File: src/rtl/count_enable_gen_if.sv
// Control/status bundle between system control and count_enable_gen.
// The master side drives run requests; the slave side returns the pulse train and status.
interface count_enable_gen_if #(
    parameter int unsigned PRESCALE_W = 8,
    parameter int unsigned LEN_W      = 4
);
    logic                  start;
    logic                  stop;
    logic                  step;
    logic [PRESCALE_W-1:0] prescale;
    logic [LEN_W-1:0]      run_len;
    logic                  count_enable;
    logic                  busy;
    logic                  done;
    logic [LEN_W-1:0]      pulses_left;

    modport master (
        output start, stop, step, prescale, run_len,
        input  count_enable, busy, done, pulses_left
    );

    modport slave (
        input  start, stop, step, prescale, run_len,
        output count_enable, busy, done, pulses_left
    );
endinterface

File: src/rtl/count_enable_gen.sv
// Pulse-rate generator feeding count_enable of the 4-bit JK counter.
// Supports free-running or N-pulse runs, stop/abort and single-step from idle.
module count_enable_gen #(
    parameter int unsigned PRESCALE_W = 8,
    parameter int unsigned LEN_W      = 4
) (
    input  logic               clk,
    input  logic               clear,
    count_enable_gen_if.slave  bus
);

    typedef enum logic [0:0] {
        StIdle,
        StRun
    } state_t;

    state_t                state;
    logic [PRESCALE_W-1:0] pcnt;
    logic [PRESCALE_W-1:0] prescale_lat;
    logic [LEN_W-1:0]      remain;
    logic                  free;

    logic                  count_enable_q;
    logic                  busy_q;
    logic                  done_q;
    logic [LEN_W-1:0]      pulses_left_q;

    assign bus.count_enable = count_enable_q;
    assign bus.busy         = busy_q;
    assign bus.done         = done_q;
    assign bus.pulses_left  = pulses_left_q;

    always_ff @(posedge clk) begin
        if (clear) begin
            state          <= StIdle;
            pcnt           <= '0;
            prescale_lat   <= '0;
            remain         <= '0;
            free           <= 1'b0;
            count_enable_q <= 1'b0;
            busy_q         <= 1'b0;
            done_q         <= 1'b0;
            pulses_left_q  <= '0;
        end else begin
            count_enable_q <= 1'b0;
            done_q         <= 1'b0;
            unique case (state)
                StIdle: begin
                    busy_q        <= 1'b0;
                    pulses_left_q <= '0;
                    // stop outranks start and step even while idle
                    if (bus.stop) begin
                        state <= StIdle;
                    end else if (bus.start) begin
                        state         <= StRun;
                        pcnt          <= bus.prescale;
                        prescale_lat  <= bus.prescale;
                        remain        <= bus.run_len;
                        free          <= (bus.run_len == '0);
                        busy_q        <= 1'b1;
                        pulses_left_q <= bus.run_len;
                    end else if (bus.step) begin
                        count_enable_q <= 1'b1;
                    end
                end
                StRun: begin
                    if (bus.stop) begin
                        state         <= StIdle;
                        remain        <= '0;
                        busy_q        <= 1'b0;
                        pulses_left_q <= '0;
                    end else if (pcnt != '0) begin
                        pcnt <= pcnt - 1'b1;
                    end else begin
                        pcnt           <= prescale_lat;
                        count_enable_q <= 1'b1;
                        if (!free) begin
                            remain        <= remain - 1'b1;
                            pulses_left_q <= remain - 1'b1;
                            // busy is held through the final pulse cycle, dropped in idle
                            if (remain == LEN_W'(1)) begin
                                state  <= StIdle;
                                done_q <= 1'b1;
                            end
                        end
                    end
                end
                default: state <= StIdle;
            endcase
        end
    end

endmodule

File: src/flat_wrapper.sv
// flat-port wrapper written by rule: the top's interface ports become plain ports
module count_enable_gen_flat 
#(
    parameter int unsigned PRESCALE_W = 8,
    parameter int unsigned LEN_W      = 4
)
  (clk, clear, bus_start, bus_stop, bus_step, bus_prescale, bus_run_len, bus_count_enable, bus_busy, bus_done, bus_pulses_left);
  count_enable_gen_if #(.PRESCALE_W(PRESCALE_W), .LEN_W(LEN_W)) bus_i ();
  input  logic clk;
  input  logic clear;
  input wire logic [$bits(bus_i.start)-1:0] bus_start;
  input wire logic [$bits(bus_i.stop)-1:0] bus_stop;
  input wire logic [$bits(bus_i.step)-1:0] bus_step;
  input wire logic [$bits(bus_i.prescale)-1:0] bus_prescale;
  input wire logic [$bits(bus_i.run_len)-1:0] bus_run_len;
  output wire logic [$bits(bus_i.count_enable)-1:0] bus_count_enable;
  output wire logic [$bits(bus_i.busy)-1:0] bus_busy;
  output wire logic [$bits(bus_i.done)-1:0] bus_done;
  output wire logic [$bits(bus_i.pulses_left)-1:0] bus_pulses_left;
  assign bus_i.start = bus_start;
  assign bus_i.stop = bus_stop;
  assign bus_i.step = bus_step;
  assign bus_i.prescale = bus_prescale;
  assign bus_i.run_len = bus_run_len;
  assign bus_count_enable = bus_i.count_enable;
  assign bus_busy = bus_i.busy;
  assign bus_done = bus_i.done;
  assign bus_pulses_left = bus_i.pulses_left;
  count_enable_gen #(.PRESCALE_W(PRESCALE_W), .LEN_W(LEN_W)) u_core (.clk(clk), .clear(clear), .bus(bus_i));
endmodule
File: config.mk
export PLATFORM = sky130hd
export DESIGN_NAME = count_enable_gen_flat
export DESIGN_NICKNAME = d
export VERILOG_FILES = /design/src/rtl/count_enable_gen_if.sv /design/src/rtl/count_enable_gen.sv /design/src/flat_wrapper.sv
export SDC_FILE = /design/constraint.sdc
export NUM_CORES = 1
export LEC_CHECK = 0
export ABC_CLOCK_PERIOD_IN_PS = 2400
export CAP_MARGIN = 30
export CORE_ASPECT_RATIO = 1.1
export CORE_MARGIN = 1
export CORE_UTILIZATION = 40
export DETAILED_ROUTE_END_ITERATION = 12
export SYNTH_ARGS = -nofsm -noshare
export SYNTH_HDL_FRONTEND = slang
export SYNTH_SLANG_ARGS = --single-unit
File: constraint.sdc
create_clock -name clk -period 2.4 [get_ports clk]
set_input_delay 0.48 -clock clk [delete_from_list [all_inputs] [get_ports clk]]
set_output_delay 0.48 -clock clk [all_outputs]
set_load 0.05 [all_outputs]
==> results of run 1 <==
==> worst paths after layout <==
path | slack (ns) | to
setup / recovery | 0.42 | u_core.bus.pulses_left[3]
hold / removal | 0.45 | u_core.bus.busy
hold reg to reg | 0.45 | u_core.bus.busy
setup reg to reg | 0.42 | u_core.bus.pulses_left[3]
==> cell families (layout without fill, tap and decap cells) <==
group | count (synthesis) | after routing
AND/OR/NAND/NOR | 69 | 69
AO/OA/AOI/OAI | 48 | 48
flip-flops | 29 | 29
buffers and inverters | 22 | 50
XOR/XNOR | 6 | 6
multiplexers | 6 | 6
adder cells (fa/ha/maj) | 4 | 4
==> power by group through the flow <==
stage	Combinational [W]	Clock, W	Sequential [W]
final	0.000272	0.000518	0.000539
after floorplan	0.000184	0	0.000555
after global routing	0.000299	0.000558	0.000544
after detailed placement	0.000270	0	0.000550
after global placement	0.000266	0	0.000549
after CTS	0.000271	0.000528	0.000539
==> per-layer routing <==
| layer | vias to the layer above | GRT usage, % | wire [microns] |
|---|---|---|---|
| met3 | 10 | 6.02 | 111 |
| met2 | 28 | 33.7 | 1760 |
| met5 | - | 0 | 0 |
| li1 | 707 | - | - |
| met4 | 0 | 9.66 | 89 |
| met1 | 659 | 23.9 | 1640 |
==> cell type report <==
class	count	area (sq um)	share of cell area, %
clock buffers	7	86.3	4.48
clock inverters	1	30.0	1.56
inverters	12	45.0	2.34
multi-input cells	133	841	43.6
flip-flops and latches	29	581	30.1
well taps	50	62.6	3.24
repair buffers	30	283	14.7
==> cell usage after synthesis (2+ instances only) <==
| cell | instances | area share, % |
|---|---|---|
| xor2_1 | 4 | 2.3 |
| nor3_1 | 7 | 2.3 |
| inv_1 | 12 | 3.0 |
| o22ai_1 | 7 | 2.9 |
| nor4_1 | 2 | 0.82 |
| xnor2_1 | 2 | 1.2 |
| nand2b_1 | 5 | 2.1 |
| dfxtp_1 | 29 | 38 |
| ha_1 | 4 | 3.3 |
| mux2i_1 | 5 | 3.3 |
| a21oi_1 | 14 | 4.6 |
| o221a_2 | 2 | 1.5 |
| nand2_1 | 25 | 6.2 |
| nor3b_1 | 2 | 0.99 |
| buf_6 | 2 | 1.5 |
| o32ai_1 | 3 | 1.7 |
| nand3_1 | 4 | 1.3 |
| a211oi_1 | 8 | 4.0 |
| or3_1 | 2 | 0.82 |
| clkbuf_1 | 8 | 2.0 |
| nor2b_1 | 3 | 1.2 |
| o21ai_0 | 6 | 2.0 |
| nor2_1 | 11 | 2.7 |
==> registers in the layout, summed over array words and instances (netlist names) <==
| register | flops |
|---|---|
| u_core.remain | 4 |
| u_core.pcnt | 8 |
| u_core.bus.busy | 1 |
| u_core.free | 1 |
| u_core.bus.count_enable | 1 |
| u_core.state | 1 |
| u_core.prescale_lat | 8 |
| u_core.bus.done | 1 |
| u_core.bus.pulses_left | 4 |
==> critical path: cells and delay by family, from the launching register on <==
kind	cells	cell delay [ns]
compound gates	1	0.11
fa+ha+maj	1	0.22
buf+inv	1	0.09
flops	1	0.35
simple gates	3	1.08
==> per-stage QoR <==
stage          area (sq um)  hold WS (ns)  cells  utilization, %
3_5_place_dp           1810         0.446    254            50.0
6_report               1930         0.454    262            53.2
4_1_cts                1930         0.455    262            53.2
5_1_grt                1930         0.478    262            53.2
2_1_floorplan          1520         0.431    184               -
3_3_place_gp           1810         0.445    254            50.0
==> summary by stage, run 1 <==
Synthesis
The post-synthesis share of cell area spent on and, or, nand and nor gates is 22.7%. In the synthesized netlist the dominant register cell turns out to be dfxtp_1. The cell count after synthesis is 184.

After synthesis, the largest family of logic cells by area is simple AND/OR/NAND/NOR gates. The parity-gate share of the synthesized area counting xor and xnor cells is 3.46%. The synthesized design contains 29 register bits. The number of distinct library cell variants in the gate-level netlist after synthesis is 40. When the netlist entered floorplanning its net count stood at 205.

In the synthesized netlist, mux cells make up 4.04% of the area. Counting flops with an async set or reset pin after synthesis yields a share of 0%. A synthesized cell averages 8.26 sq um.

The total standard cell area after synthesis is 1520 sq um. The area share of fa/ha/maj cells after synthesis is 3.29%. The synthesized netlist devotes 21.8% of its cell area to compound gates.

Yosys printed 0 warnings. Yosys mapped a number of flops with a built-in enable equal to 0. The part of the Yosys area used for sequential elements is 38.2%.

STA
Measured against its own limit, the worst slew margin works out to 61.9%. On the final layout, the worst clock skew is 0.00325 ns. For the pin with the worst max-slew slack, the measured transition is 0.571 ns. Adding up every negative setup slack in the final design gives 0 ns. Derived from the worst setup path, the maximum achievable clock frequency is 505 MHz. The worst path uses 82.4% of the clock period. The final number of hold-violating endpoints is 0. The number of max-slew violations in the final report came to 0. The slack of the critical path is 0.421 ns. The final setup violation count is 0. The final period demand of the worst path is 1.98 ns. Setup repair after global routing left no endpoint under its margin.

Worst setup path
The top fanout value on the critical path is 6. In this design, the stage delay of the slowest critical-path cell is 0.56 ns. The critical path data required time is 2.56 ns. The type of destination of the critical path is a register. The arrival time of the worst setup path is 2.14 ns.

The depth of the worst register-to-register path is 6. The launch point of the worst path is u_core.pcnt[0]. On the critical path, the stage with the largest delay is an instance of or3b_2. The worst setup path category is reg -> reg. The launching point of the worst reg2reg path is u_core.pcnt[0]. The startpoint class of the critical path is a register. The signal on the critical path passes through inv_1 -> ha_1 -> or3b_2 -> nor3_2 -> or3_1 -> o32ai_1.

Finish
The most common library cell in the layout ignoring fill and taps is dfxtp_1. The net count of the finished layout is 232. Of the cells placed in the final design, the portion with a size suffix greater than 1 is 11.3%. 0 antenna diodes ended up in the layout. The number of fillers in the final layout is 377. The top cell types in the final layout, fill and taps aside, are dfxtp_1 (29), nand2_1 (25), clkdlybuf4s50_1 (23). The relative area change from synthesis to final layout is 26.9%.

Min path
In this run the worst hold path is classified as reg -> reg. The startpoint of the lowest-slack hold path is u_core.bus.busy. The hold-critical path depth is 2.

Global route
The initial antenna violation count is 0. Entering global routing, the biggest net connects 19 pins. The first global-routing pass estimated 6060 microns of wire. The via count of the first global-routing pass came to 1362. The total congestion overflow after global routing is 0. In the global route stage, overall resource usage came out at 20.5%.

CTS
The total CTS buffers is 5. The clock-pin transition on the worst setup and hold timing paths is 0.06 ns. The total number of clock tree sinks is 29. The H-tree was split into 2 levels.

The number of cells upsized or downsized after cts is 0. For the worst-skew pair, the clock arrives at the later sink with an insertion delay of 0.28 ns. The cell sitting at the root of the clock tree is a clkbuf_8. The count of hold buffers inserted by post-cts repair is 0. The CTS tree is yes. The buffer count from post-CTS setup fixing is 0.

The longest clock path from root to sink contains 2 buffers.

Floorplanning
For this configuration, the core starts out at a cell density of 41.9%. The width of the chip is 60.8 microns. For this design the top-level I/O count stands at 24. The region available for standard cell placement spans 3630 sq um. The die outline height is 66.6 microns. After floorplanning, the core was divided into 23 placement rows. The die area is 4050 sq um.

Route
After the first detailed-routing iteration, the DRC count stood at 62. The DRC violation count after routing is 0. Summed over all layers, the routed wires come to 3600 microns. The mean routed wirelength per cell is 13.7 microns.

The count of nets left with antenna violations once routing finished came out at 0. The detailed-routing iteration count for the pre-antenna-repair pass is 4. The via density per instance is 5.36. The via total after detailed routing is 1404.

Pwr
The power per standard cell area is 689 nW/um^2. Power comes to 0.00133 W. The clock network is responsible for 39.0% of the overall power. Registers are responsible for 40.6% of the overall power. The analysis attributes to cell leakage a power of 0.723 nW. Internal power comes to 0.000971 W. Of the total power, the share spent switching nets is 26.9%. VDD sags by at most 0.000325 V.

For this design the total switching power over the nets is 0.000358 W. Combinational logic is responsible for 20.5% of the overall power.

Placed design
The congestion estimate from routability-driven global placement came to 0.843. Prior to clock tree synthesis, the placed netlist has a worst setup slack of 0.256 ns. In this run the tool buffered the top-level ports with 23 buffer cells.

The HPWL after detailed placement is 2690 microns.

Run
The number of max-cap violations is 0.

Status
The run finished with clean final reports.
Power figures use the tool's default switching activity.
==> run 2: changes to the inputs <==
--- a/config.mk
+++ b/config.mk
@@ -5,7 +5,7 @@
 export SDC_FILE = /design/constraint.sdc
 export NUM_CORES = 1
 export LEC_CHECK = 0
-export ABC_CLOCK_PERIOD_IN_PS = 2400
+export ABC_CLOCK_PERIOD_IN_PS = 1970
 export CAP_MARGIN = 30
 export CORE_ASPECT_RATIO = 1.1
 export CORE_MARGIN = 1
==> constraint.sdc (replaced) <==
create_clock -name clk -period 1.97 [get_ports clk]
set_input_delay 0.394 -clock clk [delete_from_list [all_inputs] [get_ports clk]]
set_output_delay 0.394 -clock clk [all_outputs]
set_load 0.05 [all_outputs]
==> run 2 against run 1 <==
  * Via count increased by 3.0%
  * Worst hold slack improved by 0.0014 ns
  * Core utilization increased by 1.6 points
  * Sequential cell count unchanged
  * Largest power group unchanged
==> summary by stage, run 2 (synthesis results as in run 1) <==
Floorplanning
The width of the chip is 60.8 microns (unchanged). The die outline height is 66.6 microns (unchanged). The total number of placement rows is 23 (unchanged). The initial core utilization was 41.9% (unchanged). The number of top-level pins is 24 (unchanged). The area of the core region is 3630 sq um (unchanged). The die area came to 4050 sq um (unchanged).

STA
The max-slew headroom at the worst pin came to 66.7% (was 61.9%). The final number of hold-violating endpoints is 0 (unchanged). The number of max-slew violations in the final report came to 0 (unchanged). Counting I/O delays and the setup requirement, the final critical path takes 1.84 ns.

The transition at the pin with the smallest max-transition slack is 0.495 ns (was 0.571 ns). Setup repair after global routing missed its margin: no (unchanged). The final period utilization is 93.2%. The achievable clock frequency is 545 MHz. The setup TNS after final layout is 0 ns (unchanged).

The final setup violation count is 0 (unchanged). The worst clock skew is 0.00499 ns (was 0.00325 ns).

Global route
The via count of the first global-routing pass is 1438 (was 1362). The total track usage is 21.7% (was 20.5%). The initial antenna violation count is 0 (unchanged). The first-pass GRT wire length was 6390 microns (was 6060 microns). The total congestion overflow after global routing is 0 (unchanged). The largest net degree at the start of global routing was 19 (unchanged).

Worst setup path
The depth of the worst register-to-register path is 6 (unchanged). The cell family contributing the most delay on the critical path is buffers and inverters (was simple AND/OR/NAND/NOR gates). The worst setup path category was reg -> out (was reg -> reg). The critical path data required time is 1.58 ns (was 2.56 ns). Cells traversed along the worst timing path: clkdlybuf4s50_1 (was inv_1 -> ha_1 -> or3b_2 -> nor3_2 -> or3_1 -> o32ai_1). The startpoint class of the critical path is a register (unchanged). The launching point of the worst reg2reg path is u_core.pcnt[1] (was u_core.pcnt[0]). The critical path's largest stage delay came to 0.81 ns (was 0.56 ns). The end of the worst register-to-register path is u_core.bus.pulses_left[1] (was u_core.bus.pulses_left[3]). The slowest stage cell on the critical path is clkdlybuf4s50_1 (was or3b_2). The top fanout value on the critical path is 2 (was 6). The type of destination of the critical path was a primary output (was register).

The arrival time of the worst setup path is 1.44 ns (was 2.14 ns). The combined buffer and inverter count along the critical path is 1 (unchanged). The worst-case register-to-register setup slack is 0.15 ns (was 0.42 ns).

Finish
The share of the core filled with cells is 54.8% (was 53.2%). The most common library cell in the layout ignoring fill and taps is dfxtp_1 (unchanged). The antenna diode count came to 0 (unchanged). Largest regs: u_core.pcnt (8), u_core.prescale_lat (8) (unchanged). The share of layout cells above drive strength 1 is 15.9% (was 11.3%). Most frequent cells in the layout: dfxtp_1 (29), nand2_1 (25), clkdlybuf4s50_1 (23) (unchanged). The relative area change from synthesis to final layout is 30.7% (was 26.9%).

The final non-filler cell total is 270 (was 262). The layout net count was 240 (was 232).

Pwr
The internal cell power is 0.00110 W (was 0.000971 W). The net switching power is 0.000453 W (was 0.000358 W). The leakage power summed over all cells came to 0.760 nW (was 0.723 nW). The fraction of power spent switching nets was 29.1% (was 26.9%). The power per standard cell area is 784 nW/um^2 (was 689 nW/um^2). The maximum ir drop on the vdd rail is 0.000452 V (was 0.000325 V). The clock group share of total power is 35.2% (was 39.0%). The post-route total power was 0.00156 W (was 0.00133 W). The share of power burned in combinational logic is 23.0% (was 20.5%). The proportion of power drawn by flip-flops and latches came to 41.7% (was 40.6%).

Min path
The endpoint of the worst hold path is u_core.prescale_lat[2] (was u_core.bus.busy). The hold-critical path depth is 2 (unchanged). The startpoint of the lowest-slack hold path is u_core.prescale_lat[2] (was u_core.bus.busy). The class of the tightest hold or removal check is reg -> reg (unchanged).

CTS
The clock latency on the worst-skew pair is 0.28 ns (about the same). The total number of clock tree sinks was 29 (unchanged). The clock-pin transition on the worst setup and hold timing paths was 0.06 ns (about the same). The total CTS buffers was 5 (unchanged). The maximum clock insertion buffer count was 2 (unchanged). The deepest level of the CTS H-tree came to 2 (unchanged).

The CTS tree is yes (unchanged). The clock tree root buffer cell is clkbuf_8 (unchanged).

Route
The detailed-routing iteration count for the pre-antenna-repair pass was 4 (unchanged). The via density per instance came to 5.36 (about the same). The count of routing violations after the opening detailed-route iteration is 95 (was 62). The via total after detailed routing was 1446 (was 1404). The DRC violation count after routing is 0 (unchanged). The routed wire length was 3830 microns (was 3600 microns).

The mean routed wirelength per cell came to 14.2 microns (was 13.7 microns). The count of nets left with antenna violations after detail routing came to 0 (unchanged).

Run
The number of max-cap violations came to 0 (unchanged).

Status
Status: complete, no violations (unchanged).

Placed design
The global placement routability congestion was 0.831 (was 0.843). The count of buffers inserted at the top-level ports is 23 (unchanged). The estimated wirelength of the detail-placed design is 2780 microns (was 2690 microns).

The number of placed cells counting well taps is 262 (was 254).
==> run 2: worst max-delay path by stage <==
| stage | to | from | slack, ns | cells after the start |
|---|---|---|---|---|
| after floorplan | u_core.bus.pulses_left[0] | u_core.pcnt[0] | 0.20 | 6 |
| after global placement | u_core.remain[1] | bus_stop | 0.13 | 6 |
| after detailed placement | u_core.remain[3] | bus_stop | 0.09 | 6 |
| after CTS | u_core.bus.pulses_left[0] | u_core.pcnt[1] | 0.06 | 6 |
| after global routing | u_core.bus.pulses_left[1] | u_core.pcnt[1] | 0.02 | 6 |
| final | bus_pulses_left[3] | u_core.bus.pulses_left[3] | 0.13 | 1 |
==> run 2: stage by stage <==
step                hold WS, ns  worst slack, ns  cell area, sq um
floorplan                 0.431            0.205              1520
finish                    0.455            0.135              1990
CTS                       0.459           0.0583              1970
global placement          0.445            0.130              1870
global route              0.487           0.0205              1990
detailed placement        0.450           0.0911              1870
==> run 2: area by class of cell <==
type	count	area, sq um
Fill cell	364	1640
Multi-Input combinational cell	133	853
Sequential cell	29	581
Timing Repair Buffer	38	343
Clock buffer	7	96.3
Tap cell	50	62.6
Inverter	12	45.0
Clock inverter	1	5.00
==> run 2: layer usage <==
| layer | GRT usage [%] | wire (microns) | part of all wire [%] | vias to the layer above |
|---|---|---|---|---|
| li1 | - | - | - | 724 |
| met1 | 25.3 | 1690 | 44 | 679 |
| met2 | 36.8 | 1910 | 50 | 34 |
| met3 | 5.63 | 143 | 3.7 | 9 |
| met4 | 9.09 | 85 | 2.2 | 0 |
| met5 | 0 | 0 | 0 | - |
==> run 2: what timing repair did <==
action / CTS / global route
hold endpoints to repair: 0 / 0
endpoints found under the setup margin: 0 / 8
hold buffers: 0 / 0
buffers inserted: 0 / 0
resized for setup: 0 / 3
==> run 2: power groups by stage <==
stage	clock [W]	combinational, W	sequential (W)
after floorplan	0	0.000224	0.000676
after global placement	0	0.000348	0.000662
after detailed placement	0	0.000350	0.000662
after CTS	0.000555	0.000352	0.000649
after global routing	0.000583	0.000396	0.000654
final	0.000548	0.000359	0.000650
==> run 3: changes to the inputs <==
--- a/config.mk
+++ b/config.mk
@@ -8,7 +8,7 @@
 export ABC_CLOCK_PERIOD_IN_PS = 1970
 export CAP_MARGIN = 30
 export CORE_ASPECT_RATIO = 1.1
-export CORE_MARGIN = 1
+export CORE_MARGIN = 2
 export CORE_UTILIZATION = 40
 export DETAILED_ROUTE_END_ITERATION = 12
 export SYNTH_ARGS = -nofsm -noshare
==> run 3 against run 2 <==
  * Count of clock-buffer cells in the layout unchanged
  * Cell area decreased by 0.50%
  * Maximum frequency increased by 1.6%
  * Non-clock buffer count increased by 2
  * Clock skew about the same
  * First-iteration DRC count decreased by 4.2%
  * Via count decreased by 1.3%
  * Core utilization decreased by 0.71 points
  * Cell count increased by 0.37%
  * Largest cell class unchanged
==> summary by stage, run 3 (synthesis results as in run 1) <==
Floorplanning
The initial core utilization came to 41.6% (was 41.9%). The area of the core region is 3650 sq um (was 3630 sq um). The total number of placement rows is 23 (unchanged). The width of the chip was 62.8 microns (was 60.8 microns).

The die outline height came to 68.6 microns (was 66.6 microns). The number of top-level pins came to 24 (unchanged). The die area is 4310 sq um (was 4050 sq um).

Pwr
The maximum ir drop on the vdd rail came to 0.000430 V (was 0.000452 V). The power per standard cell area is 758 nW/um^2 (was 784 nW/um^2). The leakage power summed over all cells is 0.758 nW (was 0.760 nW).

STA
Setup repair after global routing missed its margin: no (unchanged). The worst clock skew is 0.00461 ns (was 0.00499 ns). The final period utilization was 91.7% (was 93.2%). The setup TNS after final layout is 0 ns (unchanged). The transition at the pin with the smallest max-transition slack is 0.500 ns (was 0.495 ns).

The final setup violation count is 0 (unchanged). The achievable clock frequency is 554 MHz (was 545 MHz). The slack of the critical path was 0.164 ns (was 0.135 ns). The max-slew headroom at the worst pin was 66.6% (was 66.7%). The final period demand of the worst path is 1.81 ns (was 1.84 ns). The number of max-slew violations in the final report is 0 (unchanged). The final number of hold-violating endpoints is 0 (unchanged).

Finish
The number of fillers in the final layout is 384 (was 364). The share of layout cells above drive strength 1 is 14.9% (was 15.9%). The most common library cell in the layout ignoring fill and taps is dfxtp_1 (unchanged).

The antenna diode count is 0 (unchanged). The final instance area is 1980 sq um (was 1990 sq um). The multi-input logic area came to 843 sq um (was 853 sq um).

The relative area change from synthesis to final layout was 30.1% (was 30.7%). The layout net count is 242 (was 240). Most frequent cells in the layout: dfxtp_1 (29), nand2_1 (25), clkdlybuf4s50_1 (23) (unchanged). Largest regs: u_core.pcnt (8), u_core.prescale_lat (8) (unchanged). The register area is 581 sq um (unchanged).

Route
The count of nets left with antenna violations after detail routing came to 0 (unchanged). The count of routing violations after the opening detailed-route iteration is 91 (was 95). The DRC violation count after routing is 0 (unchanged).

The via density per instance is 5.27 (was 5.36). The via total after detailed routing is 1427 (was 1446). The detailed-routing iteration count for the pre-antenna-repair pass is 4 (unchanged). The mean routed wirelength per cell is 13.9 microns (was 14.2 microns). The routed wire length is 3780 microns (was 3830 microns).

Placed design
The post-placement setup slack is 0.0912 ns (was 0.0911 ns). The global placement routability congestion is 0.884 (was 0.831). The estimated wirelength of the detail-placed design was 2880 microns (was 2780 microns).

The post-placement cell area is 1880 sq um (was 1870 sq um). The count of buffers inserted at the top-level ports is 23 (unchanged).

CTS
The clock-pin transition on the worst setup and hold timing paths came to 0.06 ns (about the same). The deepest level of the CTS H-tree came to 2 (unchanged). The clock latency on the worst-skew pair came to 0.28 ns (about the same). The total number of clock tree sinks was 29 (unchanged). The maximum clock insertion buffer count was 2 (unchanged). The CTS tree was yes (unchanged).

The clock tree root buffer cell is clkbuf_8 (unchanged). The total CTS buffers is 5 (unchanged).

Worst setup path
The launch point of the worst path is u_core.bus.pulses_left[3] (unchanged). The top fanout value on the critical path is 2 (unchanged). The slowest stage cell on the critical path is clkdlybuf4s50_1 (unchanged).

The cell family contributing the most delay on the critical path is buffers and inverters (unchanged). The type of destination of the critical path is a primary output (unchanged). Cells traversed along the worst timing path: clkdlybuf4s50_1 (unchanged). The arrival time of the worst setup path is 1.41 ns (was 1.44 ns). The critical path data required time came to 1.58 ns (about the same). The startpoint class of the critical path is a register (unchanged).

The critical path's largest stage delay is 0.80 ns (was 0.81 ns). The combined buffer and inverter count along the critical path is 1 (unchanged). The worst setup path category is reg -> out (unchanged). The launching point of the worst reg2reg path is u_core.pcnt[0] (was u_core.pcnt[1]).

Global route
The via count of the first global-routing pass came to 1471 (was 1438). The first-pass GRT wire length was 6310 microns (was 6390 microns). The largest net degree at the start of global routing is 17 (was 19). The total congestion overflow after global routing came to 0 (unchanged).

The initial antenna violation count is 0 (unchanged). The total track usage was 19.1% (was 21.7%).

Status
Status: complete, no violations (unchanged).

Min path
The startpoint of the lowest-slack hold path is u_core.bus.busy (was u_core.prescale_lat[2]). The class of the tightest hold or removal check is reg -> reg (unchanged).

Run
The number of max-cap violations is 0 (unchanged).
==> run 3: cell types whose count changed in the layout (fill, tap and decap cells not counted), sizes merged <==
| cell | before | now |
|---|---|---|
| clkinv | 1 | 0 |
| buf | 15 | 17 |
==> run 3: repair_timing <==
item,CTS,global route
setup buffers,0,1
resized for setup,0,1
hold buffers,0,0
setup endpoints to repair,0,1
==> run 3: metal layers <==
metal	up-vias	global-route usage, %	part of all wire, %	routed length [microns]
li1	729	-	-	-
met1	674	19.3	43	1630
met2	19	37.2	52	1950
met3	5	5.36	3.4	128
met4	0	9.17	1.6	61
met5	-	0	0	0
==> run 3: power by group <==
group / internal, W / switching (W)
logic: 0.000170 / 0.000190
registers: 0.000621 / 0.0000297
clock network: 0.000276 / 0.000212
total: 0.00107 / 0.000431
==> run 3: metrics by stage <==
stage	utilization [%]	hold slack [ns]	instances	power (W)
finish	54.1	0.446	271	0.00150
global route	54.1	0.474	271	0.00159
CTS	53.8	0.452	270	0.00151
detailed placement	51.4	0.443	263	0.00102
global placement	51.4	0.441	263	0.00101
floorplan	-	0.431	184	0.000900
==> run 3: area by class of cell <==
class	count	share of cell area, %
flip-flops and latches	29	29.4
multi-input cells	133	42.7
well taps	50	3.17
repair buffers	40	18.1
clock buffers	7	4.37
inverters	12	2.28
==> run 3: path summary, 6_finish.rpt <==
path,slack (ns),end,cells past startpoint
setup / recovery,0.16,bus_pulses_left[3],1
hold / removal,0.45,u_core.bus.busy,2
setup reg to reg,0.18,u_core.remain[3],7
hold reg to reg,0.45,u_core.bus.busy,2
